**config.mk**
```make
export PLATFORM = sky130hd
export DESIGN_NAME = irq_collector
export DESIGN_NICKNAME = d
export VERILOG_FILES = /design/src/rtl/irq_collector.sv
export SDC_FILE = /design/constraint.sdc
export NUM_CORES = 1
export LEC_CHECK = 0
export CORE_MARGIN = 2
export CORE_UTILIZATION = 52
export CTS_CLUSTER_SIZE = 24
export DETAILED_ROUTE_END_ITERATION = 16
export PLACE_DENSITY = 0.82
export SYNTH_ARGS = -nofsm -noshare
export SYNTH_HDL_FRONTEND = slang
export SYNTH_SLANG_ARGS = --single-unit
```
**constraint.sdc**
```tcl
create_clock -name PCLK -period 3 [get_ports PCLK]
set_input_delay 0.6 -clock PCLK [delete_from_list [all_inputs] [get_ports PCLK]]
set_output_delay 0.6 -clock PCLK [all_outputs]
set_load 0.03 [all_outputs]
```
**src/rtl/irq_collector.sv**
```systemverilog
// Interrupt collector: synchronizes asynchronous interrupt lines, latches rising
// edges into APB-visible pending bits and presents a lowest-index-first request.
module irq_collector #(
  parameter int NUM_IRQ     = 32,
  parameter int SYNC_STAGES = 2
) (
  input  logic               PCLK,
  input  logic               PRESET,
  input  logic               PSEL,
  input  logic               PENABLE,
  input  logic               PWRITE,
  input  logic [11:0]        PADDR,
  input  logic [31:0]        PWDATA,
  output logic [31:0]        PRDATA,
  output logic               PREADY,
  output logic               PSLVERR,
  input  logic [NUM_IRQ-1:0] apbsubsys_interrupt,
  input  logic               watchdog_interrupt,
  output logic               irq_out,
  output logic [4:0]         irq_id,
  output logic               nmi_out
);

  localparam logic [9:0] W_RAW    = 10'd0;
  localparam logic [9:0] W_PEND   = 10'd1;
  localparam logic [9:0] W_ENABLE = 10'd2;
  localparam logic [9:0] W_STATUS = 10'd3;
  localparam logic [9:0] W_ACTIVE = 10'd4;
  localparam logic [9:0] W_SWSET  = 10'd5;

  logic [SYNC_STAGES-1:0][NUM_IRQ-1:0] sync_q, sync_d;
  logic [SYNC_STAGES-1:0]              wdog_q, wdog_d;
  logic [NUM_IRQ-1:0]                  prev_q, prev_d;
  logic [NUM_IRQ-1:0]                  pending_q, pending_d;
  logic [NUM_IRQ-1:0]                  enable_q, enable_d;
  logic                                irq_out_q, irq_out_d;
  logic [4:0]                          irq_id_q, irq_id_d;

  logic [NUM_IRQ-1:0] raw, rise, status, wdata_n;
  logic [9:0]         word;
  logic               wr_en, mapped, ro_reg, wr_ok;
  logic [31:0]        rdata;
  logic               unused_ok;

  function automatic logic [31:0] zext(input logic [NUM_IRQ-1:0] v);
    logic [31:0] r;
    r = '0;
    r[NUM_IRQ-1:0] = v;
    return r;
  endfunction

  assign unused_ok = ^{PADDR[1:0], PWDATA};

  always_comb begin
    raw     = sync_q[SYNC_STAGES-1];
    rise    = raw & ~prev_q;
    status  = pending_q & enable_q;
    word    = PADDR[11:2];
    wdata_n = PWDATA[NUM_IRQ-1:0];
    wr_en   = PSEL & PENABLE & PWRITE;
    mapped  = (word <= W_SWSET);
    ro_reg  = (word == W_RAW) || (word == W_STATUS) || (word == W_ACTIVE);
    wr_ok   = wr_en & mapped & ~ro_reg;
  end

  always_comb begin
    sync_d    = sync_q;
    sync_d[0] = apbsubsys_interrupt;
    for (int s = 1; s < SYNC_STAGES; s++) sync_d[s] = sync_q[s-1];
    wdog_d = {wdog_q[SYNC_STAGES-2:0], watchdog_interrupt};
    prev_d = raw;

    // Clear is applied first so a same-cycle hardware edge or SWSET wins.
    pending_d = pending_q;
    if (wr_ok && word == W_PEND) pending_d = pending_d & ~wdata_n;
    pending_d = pending_d | rise;
    if (wr_ok && word == W_SWSET) pending_d = pending_d | wdata_n;

    enable_d = enable_q;
    if (wr_ok && word == W_ENABLE) enable_d = wdata_n;

    irq_out_d = |status;
    irq_id_d  = 5'd0;
    for (int i = NUM_IRQ - 1; i >= 0; i--) begin
      if (status[i]) irq_id_d = 5'(i);
    end
  end

  always_ff @(posedge PCLK) begin
    if (PRESET) begin
      sync_q    <= '0;
      wdog_q    <= '0;
      prev_q    <= '0;
      pending_q <= '0;
      enable_q  <= '0;
      irq_out_q <= 1'b0;
      irq_id_q  <= 5'd0;
    end else begin
      sync_q    <= sync_d;
      wdog_q    <= wdog_d;
      prev_q    <= prev_d;
      pending_q <= pending_d;
      enable_q  <= enable_d;
      irq_out_q <= irq_out_d;
      irq_id_q  <= irq_id_d;
    end
  end

  always_comb begin
    rdata = '0;
    case (word)
      W_RAW:    rdata = zext(raw);
      W_PEND:   rdata = zext(pending_q);
      W_ENABLE: rdata = zext(enable_q);
      W_STATUS: rdata = zext(status);
      W_ACTIVE: rdata = {irq_out_q, 26'd0, irq_id_q};
      default:  rdata = '0;
    endcase
  end

  assign PRDATA  = PSEL ? rdata : 32'd0;
  assign PREADY  = 1'b1;
  assign PSLVERR = PSEL & PENABLE & (~mapped | (PWRITE & ro_reg));
  assign irq_out = irq_out_q;
  assign irq_id  = irq_id_q;
  assign nmi_out = wdog_q[SYNC_STAGES-1];

endmodule

```
==> results.py, run 1 <==
metrics = {
    "run_status": {
        "status": "complete, no violations",
    },
    "critical_path": {
        "path_class": "in2out",
        "worst_path_largest_cell_delay_ns": 0.54,
        "rr_startpoint": "pending_q[17]",
        "r2r_cells": 4,
        "worstPathMaxFanout": 5,
        "r2r_setup_slack_ns": 1.41,
        "crit_chain": "clkbuf_2 > or4_4 > nor4_4 > nand3b_1 > buf_6 > buf_2 > nor3_2 > buf_4",
        "slowest_stage": "or4_4",
        "start_kind": "input port",
        "required_ns": 2.40,
        "critPathTopFamily": "simple AND/OR/NAND/NOR gates",
        "worstSetupEndpointType": "output port",
        "crit_cells": 8,
        "startpoint": "PADDR[5]",
        "cp_num_buf_inv": 4,
        "crit_arrival_ns": 2.34,
        "timing.rr.end": "irq_out",
    },
    "clocking": {
        "clock-sinks": 168,
        "clockBufferDepth": 2,
        "cts_tree": "done",
        "clk_pin_slew_ns": 0.06,
        "cts-root-buf": "clkbuf_16",
        "clkLatencyLatePin_ns": 0.43,
        "cts_made_buffers": 17,
        "htree_levels": 4,
    },
    "finish": {
        "layout.nets": 928,
        "layoutNonFillerInstCount": 1031,
        "fill_cells": 969,
        "final_common_cell": "dfxtp_1",
        "diodes": 0,
        "drive_gt1_share_pct": 14.44,
        "syn_to_final_growth_pct": 31.45,
        "final_core_util_pct": 70.20,
        "final_cell_mix": "168 x dfxtp_1, 105 x nor2b_1, 81 x clkdlybuf4s50_1",
    },
    "place": {
        "preCtsSetupSlack_ns": -0.2868,
        "port_buffers": 119,
        "routabilityCongestion": 0.8719,
        "dpl.cell_count": 994,
        "hpwl_mm": 11.83,
    },
    "yosys": {
        "synth_area_mm2": 0.006739,
        "ys_seq_elements": 168,
        "ys_warn_count": 0,
        "yosysUniqueCellTypes": 42,
        "synthCells": 719,
        "synth-edff-count": 0,
        "syn_nets": 801,
        "syn_area_per_cell_um2": 9.373,
        "ys_seq_area_share_pct": 49.91,
        "async_flop_share_pct": 0,
        "synth_flop_cell": "dfxtp_1",
    },
    "die": {
        "dieArea_mm2": 0.01389,
        "die_h_um": 117.8,
        "die_x_um": 117.8,
        "rows": 41,
        "core_mm2": 0.01262,
        "initial_core_util_pct": 53.40,
        "io_pins": 123,
    },
    "timing": {
        "fmaxAchievable_mhz": 340.0,
        "worstMarginPinSlew_ns": 0.5069,
        "fin_crit_sh_pct": 98.05,
        "finalHoldViolations": 0,
        "fin_ws_ns": 0.05865,
        "fin_skew_ns": 0.005464,
        "setup_viol": 0,
        "maxSlewHeadroom_pct": 65.90,
        "slew_viol_final": 0,
        "fin_crit_ns": 2.941,
        "rsz0062_at_grt": "false",
        "tns_ns": 0,
    },
    "run": {
        "maxCapViolCount": 0,
    },
    "power_and_ir_drop": {
        "power_frac_comb_pct": 7.6,
        "ir_worst_vdd_mv": 0.4478,
        "p_sw_share_pct": 22.60,
        "p_int_mw": 3.672,
        "p_sw_mw": 1.072,
        "seqPwrFrac_pct": 49.7,
        "fin_total_pwr_mw": 4.745,
        "p_leak_nw": 3.357,
        "clockPowerShare_pct": 42.7,
        "powerDensity_mw_per_mm2": 535.6,
    },
    "hold_path": {
        "hold_class": "reg2reg",
        "hold_depth": 1,
        "worstHoldStart": "sync_d[34]",
        "holdPathEnd": "prev_d[2]",
    },
    "route": {
        "post_drt_wl_per_cell_um": 17.46,
        "drcViolationCount": 0,
        "drtIter0Drc": 538,
        "num_vias": 5794,
        "postRouteAntennaNets": 0,
        "drt-total-wl_mm": 18.00,
        "drt-pass1-iter-count": 5,
        "drt-vias-per-instance": 5.620,
    },
    "grt": {
        "grt_pass1_vias": 5832,
        "grt.overflow.total": 0,
        "antenna_found_initial": 0,
        "grt_max_degree": 66,
        "grtUsageTotal_pct": 25.81,
        "grt_pass1_wl_mm": 28.68,
    },
}
-- final cells by class --
class                   instances  area [µm²]  share of cell area [%]
clock inverters                 9       75.07                  0.8475
repair buffers                149        1396                   15.76
flip-flops and latches        168        3363                   37.97
multi-input cells             474        3206                   36.19
well taps                     172       215.2                   2.429
inverters                      36       135.1                   1.525
clock buffers                  23       467.9                   5.282
-- worst register-to-register path, stage by stage (launching register included) --
cell and delay (ns):
dfxtp_1 0.33, a22oi_1 0.36, nand2_1 0.12, nor4_1 0.51, a31oi_1 0.14
-- how the worst max path moves through the flow --
stage / endpoint / slack [ns]
global placement: PRDATA[16] / -0.27
global route: PRDATA[13] / 0.007
CTS: PRDATA[22] / -0.05
floorplan: PRDATA[11] / -0.19
detailed placement: PRDATA[16] / -0.29
finish: PRDATA[13] / 0.06
-- what timing repair did --
item	4_1_cts	5_1_grt
hold buffers	0	0
endpoints found under the setup margin	33	32
buffers inserted	3	0
resized for setup	26	25
gates cloned	1	1
pin swaps	4	1
-- layer usage --
| metal | vias up | part of all wire (%) | GRT usage (%) |
|---|---|---|---|
| met2 | 195 | 51 | 45.39 |
| met5 | - | 0 | 0 |
| met3 | 40 | 5.9 | 6.783 |
| li1 | 2764 | - | - |
| met1 | 2795 | 40 | 29.71 |
| met4 | 0 | 2.5 | 10.54 |
-- registers in the layout, indices dropped and copies added, names as in the netlist --
signal,count
prev_q,32
irq_id,5
wdog_q,2
irq_out,1
enable_q,32
sync_d,32
prev_d,32
pending_q,32
-- power by group through the flow --
stage	clock, mW	sequential, mW	combinational [mW]
2_1_floorplan	0	2.39	0.169
3_3_place_gp	0	2.40	0.337
3_5_place_dp	0	2.40	0.344
4_1_cts	2.04	2.35	0.351
5_1_grt	2.13	2.36	0.389
6_report	2.03	2.36	0.361
-- synth_stat cells, types with 2 or more instances --
library cell  number  share of area [%]
o211ai_1           7               0.78
a32oi_1            3               0.39
a221o_1           32                4.8
clkbuf_1          27                1.5
and2_1             3               0.28
a21oi_1           43                3.2
a22o_1             6               0.78
o21ai_0           13               0.97
o22ai_1           26                2.4
o2111ai_1          2               0.26
dfxtp_1          168                 50
inv_1             35                1.9
nor3b_1            2               0.22
a31oi_1            3               0.28
a221oi_1           4               0.52
nand3b_1           2               0.22
nand2b_1          32                3.0
buf_6              6                1.0
buf_2              4               0.30
a21o_1             2               0.22
a22oi_1           10                1.1
nor3_1            26                1.9
nand2_1           22                1.2
nor2_1            68                3.8
and3_1             2               0.19
nor4b_4            2               0.71
nand3_1            8               0.59
nor2b_1          106                9.8
buf_1              3               0.17
mux2i_1           38                5.6
a32o_1             3               0.45
-- cell families (layout without fill, tap and decap cells) --
family	count (synthesis)	after routing	share of synthesized area (%)
AOI/OAI and AO/OA	157	157	16.52
buffers and inverters	77	217	5.087
DFF	168	168	49.91
muxes	38	38	5.644
other	1	1	0.05565
and+or+nand+nor	278	278	22.78
-- stage by stage --
stage	hold slack (ns)	area [µm²]
detailed placement	0.4239	8087
finish	0.4344	8859
CTS	0.4330	8752
floorplan	0.4138	6739
global placement	0.4160	8087
global route	0.4438	8859
(Power assumes the default switching activity.)
==> run 2: changes to the inputs <==
--- a/config.mk
+++ b/config.mk
@@ -6,4 +6,5 @@
 export NUM_CORES = 1
 export LEC_CHECK = 0
+export ABC_CLOCK_PERIOD_IN_PS = 3000
 export CORE_MARGIN = 2
 export CORE_UTILIZATION = 52
==> constraint.sdc (replaced) <==
create_clock -name PCLK -period 3 [get_ports PCLK]
set_input_delay 0.6 -clock PCLK [delete_from_list [all_inputs] [get_ports PCLK]]
set_output_delay 0.6 -clock PCLK [all_outputs]
set_load 0.02 [all_outputs]
==> run 2 against run 1 <==
Clock-buffer cell count down 6. Total power up 9.7%. Clock skew grew 0.0056 ns. Sequential share of layout area fell by 0.97 points. Hold slack worse by 0.00071 ns. Wire length is 0.56% higher. Clock power increased by 22%. Final area rose by 2.6%.
==> results.py, run 2 (synthesis gave the netlist of run 1 again) <==
metrics = {
    "run_status": {
        "status": "complete, no violations",
    },
    "route": {
        "drtIter0Drc": 530,
        "drt-total-wl_mm": 18.10,
        "postRouteAntennaNets": 0,
        "drt-pass1-iter-count": 5,
        "num_vias": 5836,
        "drcViolationCount": 0,
        "post_drt_wl_per_cell_um": 17.51,
        "drt-vias-per-instance": 5.644,
    },
    "run": {
        "maxCapViolCount": 0,
    },
    "timing": {
        "tns_ns": 0,
        "fin_crit_sh_pct": 98.65,
        "holdWs_ns": 0.4337,
        "fmaxAchievable_mhz": 337.9,
        "fin_crit_ns": 2.959,
        "slew_viol_final": 0,
        "finalHoldViolations": 0,
        "fin_skew_ns": 0.01106,
        "fin_ws_ns": 0.04062,
        "setup_viol": 0,
    },
    "clocking": {
        "clock-sinks": 168,
        "cts-root-buf": "clkbuf_16",
        "cts_tree": "done",
        "clk_pin_slew_ns": 0.06,
        "htree_levels": 4,
        "clockBufferDepth": 2,
        "holdBufCountCts": 0,
        "clkLatencyLatePin_ns": 0.44,
        "cts_made_buffers": 17,
    },
    "grt": {
        "antenna_found_initial": 0,
        "grt_pass1_vias": 5714,
        "grt_max_degree": 100,
        "grt_pass1_wl_mm": 28.77,
        "grt.overflow.total": 0,
        "grtUsageTotal_pct": 26.01,
    },
    "critical_path": {
        "path_common_cell": "buf_6",
        "crit_cells": 8,
        "critPathTopFamily": "simple AND/OR/NAND/NOR gates",
        "path_class": "in2out",
        "start_kind": "input port",
        "worst_path_largest_cell_delay_ns": 0.49,
        "cp_num_buf_inv": 4,
        "crit_chain": "clkdlybuf4s15_1 > or4_4 > nor4_4 > nand3b_1 > buf_6 > buf_6 > nor3_1 > buf_2",
        "rr_startpoint": "pending_q[17]",
        "worstPathMaxFanout": 7,
        "r2r_cells": 4,
        "slowest_stage": "or4_4",
        "required_ns": 2.40,
        "crit_arrival_ns": 2.36,
        "worstSetupEndpointType": "output port",
        "timing.rr.end": "irq_out",
        "r2r_setup_slack_ns": 1.42,
    },
    "die": {
        "core_mm2": 0.01262,
        "rows": 41,
        "io_pins": 123,
        "dieArea_mm2": 0.01389,
        "die_h_um": 117.8,
        "die_x_um": 117.8,
        "initial_core_util_pct": 53.40,
    },
    "power_and_ir_drop": {
        "ir_worst_vdd_mv": 0.4844,
        "fin_total_pwr_mw": 5.203,
        "p_leak_nw": 3.454,
        "powerDensity_mw_per_mm2": 572.3,
    },
    "finish": {
        "layoutNonFillerInstCount": 1034,
        "drive_gt1_share_pct": 14.85,
        "layout.nets": 931,
        "final_cell_mix": "168 x dfxtp_1, 106 x nor2b_1, 81 x clkdlybuf4s50_1",
        "syn_to_final_growth_pct": 34.91,
        "final_common_cell": "dfxtp_1",
        "diodes": 0,
    },
    "place": {
        "dpl.cell_count": 995,
        "hpwl_mm": 11.66,
        "routabilityCongestion": 0.9158,
        "preCtsSetupSlack_ns": -0.6277,
        "port_buffers": 119,
    },
    "hold_path": {
        "holdPathEnd": "prev_d[16]",
        "worstHoldStart": "sync_d[48]",
        "hold_class": "reg2reg",
        "hold_depth": 1,
    },
}
[run 2: cell types whose count changed in the layout (fill, tap and decap cells not counted), sizes merged]
cell	before	now
buf	62	61
bufinv	1	6
clkbuf	27	19
clkdlybuf4s15	1	6
clkinv	7	5
clkinvlp	2	3
dlygate4sd2	1	2
inv	35	37
[run 2: worst max path at each step]
stage / from / to
after global routing: PADDR[9] / PRDATA[22]
after CTS: PADDR[5] / PRDATA[23]
after floorplan: PADDR[9] / PRDATA[11]
after detailed placement: PADDR[9] / PRDATA[16]
after global placement: PADDR[9] / PRDATA[16]
final: PADDR[5] / PRDATA[22]
[run 2: per-layer routing]
layer  track usage [%]  share of wire (%)  vias to the layer above
met4             10.92                2.6                        0
met5                 0                  0                        -
met3             6.056                6.3                       35
met1             31.30                 40                     2794
met2             44.59                 51                      232
li1                  -                  -                     2775
[run 2: stage by stage]
stage | area, µm² | util (%)
final | 9091 | 72.04
after global routing | 9091 | 72.04
after CTS | 8924 | 70.71
after detailed placement | 8199 | 64.97
after global placement | 8199 | 64.97
after floorplan | 6739 | -
[run 2: final cells by class]
type | count | area (µm²)
Clock buffer | 17 | 425.4
Fill cell | 943 | 3528
Tap cell | 172 | 215.2
Timing Repair Buffer | 152 | 1469
Multi-Input combinational cell | 474 | 3236
Clock inverter | 15 | 247.7
Inverter | 36 | 135.1
Sequential cell | 168 | 3363
[run 2: where the power goes]
group	switching, mW	internal [mW]	total [mW]
logic	0.175	0.193	0.369
clock network	0.914	1.56	2.48
registers	0.0477	2.31	2.36
total	1.14	4.07	5.20
[run 2: what timing repair did]
item	CTS	global route
endpoints found under the setup margin	33	32
cloned	2	0
resized for setup	189	44
pin swaps	2	7
buffers inserted	2	3
==> run 3: changes to the inputs <==
ABC_CLOCK_PERIOD_IN_PS = 3600   (was 3000)
CORE_UTILIZATION = 56   (was 52)
CTS_CLUSTER_DIAMETER = 30   (was unset)
PLACE_DENSITY = 0.88   (was 0.82)
RECOVER_POWER = 50   (was unset)
clock period = 3.6 ns   (was 3 ns; I/O delays follow)
==> run 3 against run 2 <==
The run now ends with max-capacitance violations, max-slew violations left. Final cell count fell by 3.6%. Sequential power fell by 17%. Final area fell by 5.6%. Critical endpoint is now PRDATA[28].
==> results.py, run 3 (synthesis gave the netlist of run 1 again) <==
metrics = {
    "hold_path": {
        "hold_depth": 1,
        "hold_class": "reg2reg",
        "worstHoldStart": "sync_d[58]",
    },
    "power_and_ir_drop": {
        "p_leak_nw": 3.264,
        "seqPwrFrac_pct": 47.2,
        "fin_total_pwr_mw": 4.162,
        "powerDensity_mw_per_mm2": 484.8,
        "p_sw_share_pct": 21.75,
        "p_sw_mw": 0.9054,
        "ir_worst_vdd_mv": 0.2835,
        "p_int_mw": 3.257,
        "clockPowerShare_pct": 45.9,
        "power_frac_comb_pct": 6.9,
    },
    "clocking": {
        "htree_levels": 4,
        "clock-sinks": 168,
        "cts_tree": "done",
        "cts_setup_buffers": 0,
        "clk_pin_slew_ns": 0.06,
        "cts-root-buf": "clkbuf_16",
        "clockBufferDepth": 2,
        "clkLatencyLatePin_ns": 0.43,
        "cts_made_buffers": 17,
    },
    "critical_path": {
        "r2r_cells": 4,
        "worstSetupEndpointType": "output port",
        "worst_path_largest_cell_delay_ns": 0.55,
        "slowest_stage": "or4_4",
        "startpoint": "PADDR[9]",
        "r2r_setup_slack_ns": 2.01,
        "required_ns": 2.88,
        "crit_arrival_ns": 2.76,
        "crit_chain": "clkdlybuf4s50_1 > or4_4 > nor4_4 > nand3b_1 > buf_4 > nor3_1 > dlygate4sd1_1",
        "rr_startpoint": "pending_q[17]",
        "worstPathMaxFanout": 15,
        "path_class": "in2out",
        "start_kind": "input port",
    },
    "route": {
        "num_vias": 5828,
        "drtIter0Drc": 438,
        "post_drt_wl_per_cell_um": 17.61,
        "postRouteAntennaNets": 0,
        "drcViolationCount": 0,
        "drt-total-wl_mm": 17.56,
        "drt-pass1-iter-count": 9,
        "drt-vias-per-instance": 5.846,
    },
    "finish": {
        "final_common_cell": "dfxtp_1",
        "diodes": 0,
        "final_cell_mix": "168 x dfxtp_1, 106 x nor2b_1, 86 x clkdlybuf4s50_1",
        "syn_to_final_growth_pct": 27.39,
        "drive_gt1_share_pct": 9.059,
        "layout.nets": 919,
    },
    "place": {
        "routabilityCongestion": 0.9830,
        "port_buffers": 119,
        "hpwl_mm": 11.87,
    },
    "timing": {
        "fmaxAchievable_mhz": 287.4,
        "setup_viol": 0,
        "finalHoldViolations": 0,
        "slew_viol_final": 150,
        "worstMarginPinSlew_ns": 2.073,
        "rsz0062_at_grt": "false",
        "fin_crit_sh_pct": 96.65,
        "tns_ns": 0,
        "maxSlewHeadroom_pct": -38.23,
        "fin_crit_ns": 3.480,
        "fin_skew_ns": 0.007292,
    },
    "die": {
        "die_h_um": 113.7,
        "die_x_um": 113.7,
        "io_pins": 123,
        "rows": 40,
        "dieArea_mm2": 0.01293,
        "core_mm2": 0.01186,
        "initial_core_util_pct": 56.81,
    },
    "run_status": {
        "violations": "max-capacitance violations, max-slew violations",
        "status": "complete, but fails checks",
    },
    "grt": {
        "grt_pass1_vias": 5846,
        "grt_pass1_wl_mm": 28.05,
        "grtUsageTotal_pct": 27.86,
        "grt_max_degree": 94,
        "grt.overflow.total": 0,
        "antenna_found_initial": 0,
    },
    "run": {
        "maxCapViolCount": 2,
    },
}
[run 3: cell types whose count changed in the layout (fill, tap and decap cells not counted), sizes merged, moves of 2 or more]
cell	delta
buf	-42
dlygate4sd2	+3
clkdlybuf4s50	+5
clkbuf	+25
inv	-2
bufinv	-2
[run 3: path summary, 6_finish.rpt]
path,to
max reg2reg,irq_out
min reg2reg,prev_d[26]
min,prev_d[26]
max,PRDATA[28]
[run 3: timing repair]
item / in CTS / in global routing
endpoints found under the setup margin: 32 / 32
hold buffers: 0 / 0
gates resized for setup: 34 / 69
[run 3: cell type report]
cell class	instances	area, µm²
Tap cell	147	183.9
Clock inverter	12	175.2
Timing Repair Buffer	140	1236
Fill cell	854	3277
Multi-Input combinational cell	474	3044
Sequential cell	168	3363
Clock buffer	20	446.7
Inverter	36	135.1
[run 3: metrics by stage]
| stage | std cells | setup slack [ns] | cell area, µm² | hold slack [ns] | util [%] |
|---|---|---|---|---|---|
| global route | 997 | 0.0001952 | 8584 | 0.4544 | 72.37 |
| CTS | 997 | 0.0006770 | 8675 | 0.4386 | 73.13 |
| floorplan | 719 | 0.3657 | 6739 | 0.4138 | - |
| finish | 997 | 0.1204 | 8584 | 0.4347 | 72.37 |
| global placement | 965 | -0.2652 | 8093 | 0.4175 | 68.23 |
| detailed placement | 965 | -0.3012 | 8093 | 0.4239 | 68.23 |
[run 3: metal layers]
metal | global-route usage (%) | share of wire (%) | up-vias
li1 | - | - | 2745
met1 | 32.96 | 40 | 2759
met2 | 47.47 | 50 | 269
met3 | 7.014 | 6.5 | 55
met4 | 13.41 | 3.1 | 0
met5 | 0 | 0 | -
[run 3: critical path: cells and delay by family]
kind	cells	cell delay, ns
simple gates	4	1.07
buf+inv	3	0.96
[run 3: power by group through the flow]
| stage | Clock (mW) | Sequential, mW | Combinational [mW] |
|---|---|---|---|
| 4_1_cts | 1.92 | 1.96 | 0.290 |
| 6_report | 1.91 | 1.96 | 0.289 |
| 2_1_floorplan | 0 | 1.99 | 0.140 |
| 3_5_place_dp | 0 | 2.00 | 0.286 |
| 5_1_grt | 2.00 | 1.97 | 0.311 |
| 3_3_place_gp | 0 | 2.00 | 0.276 |
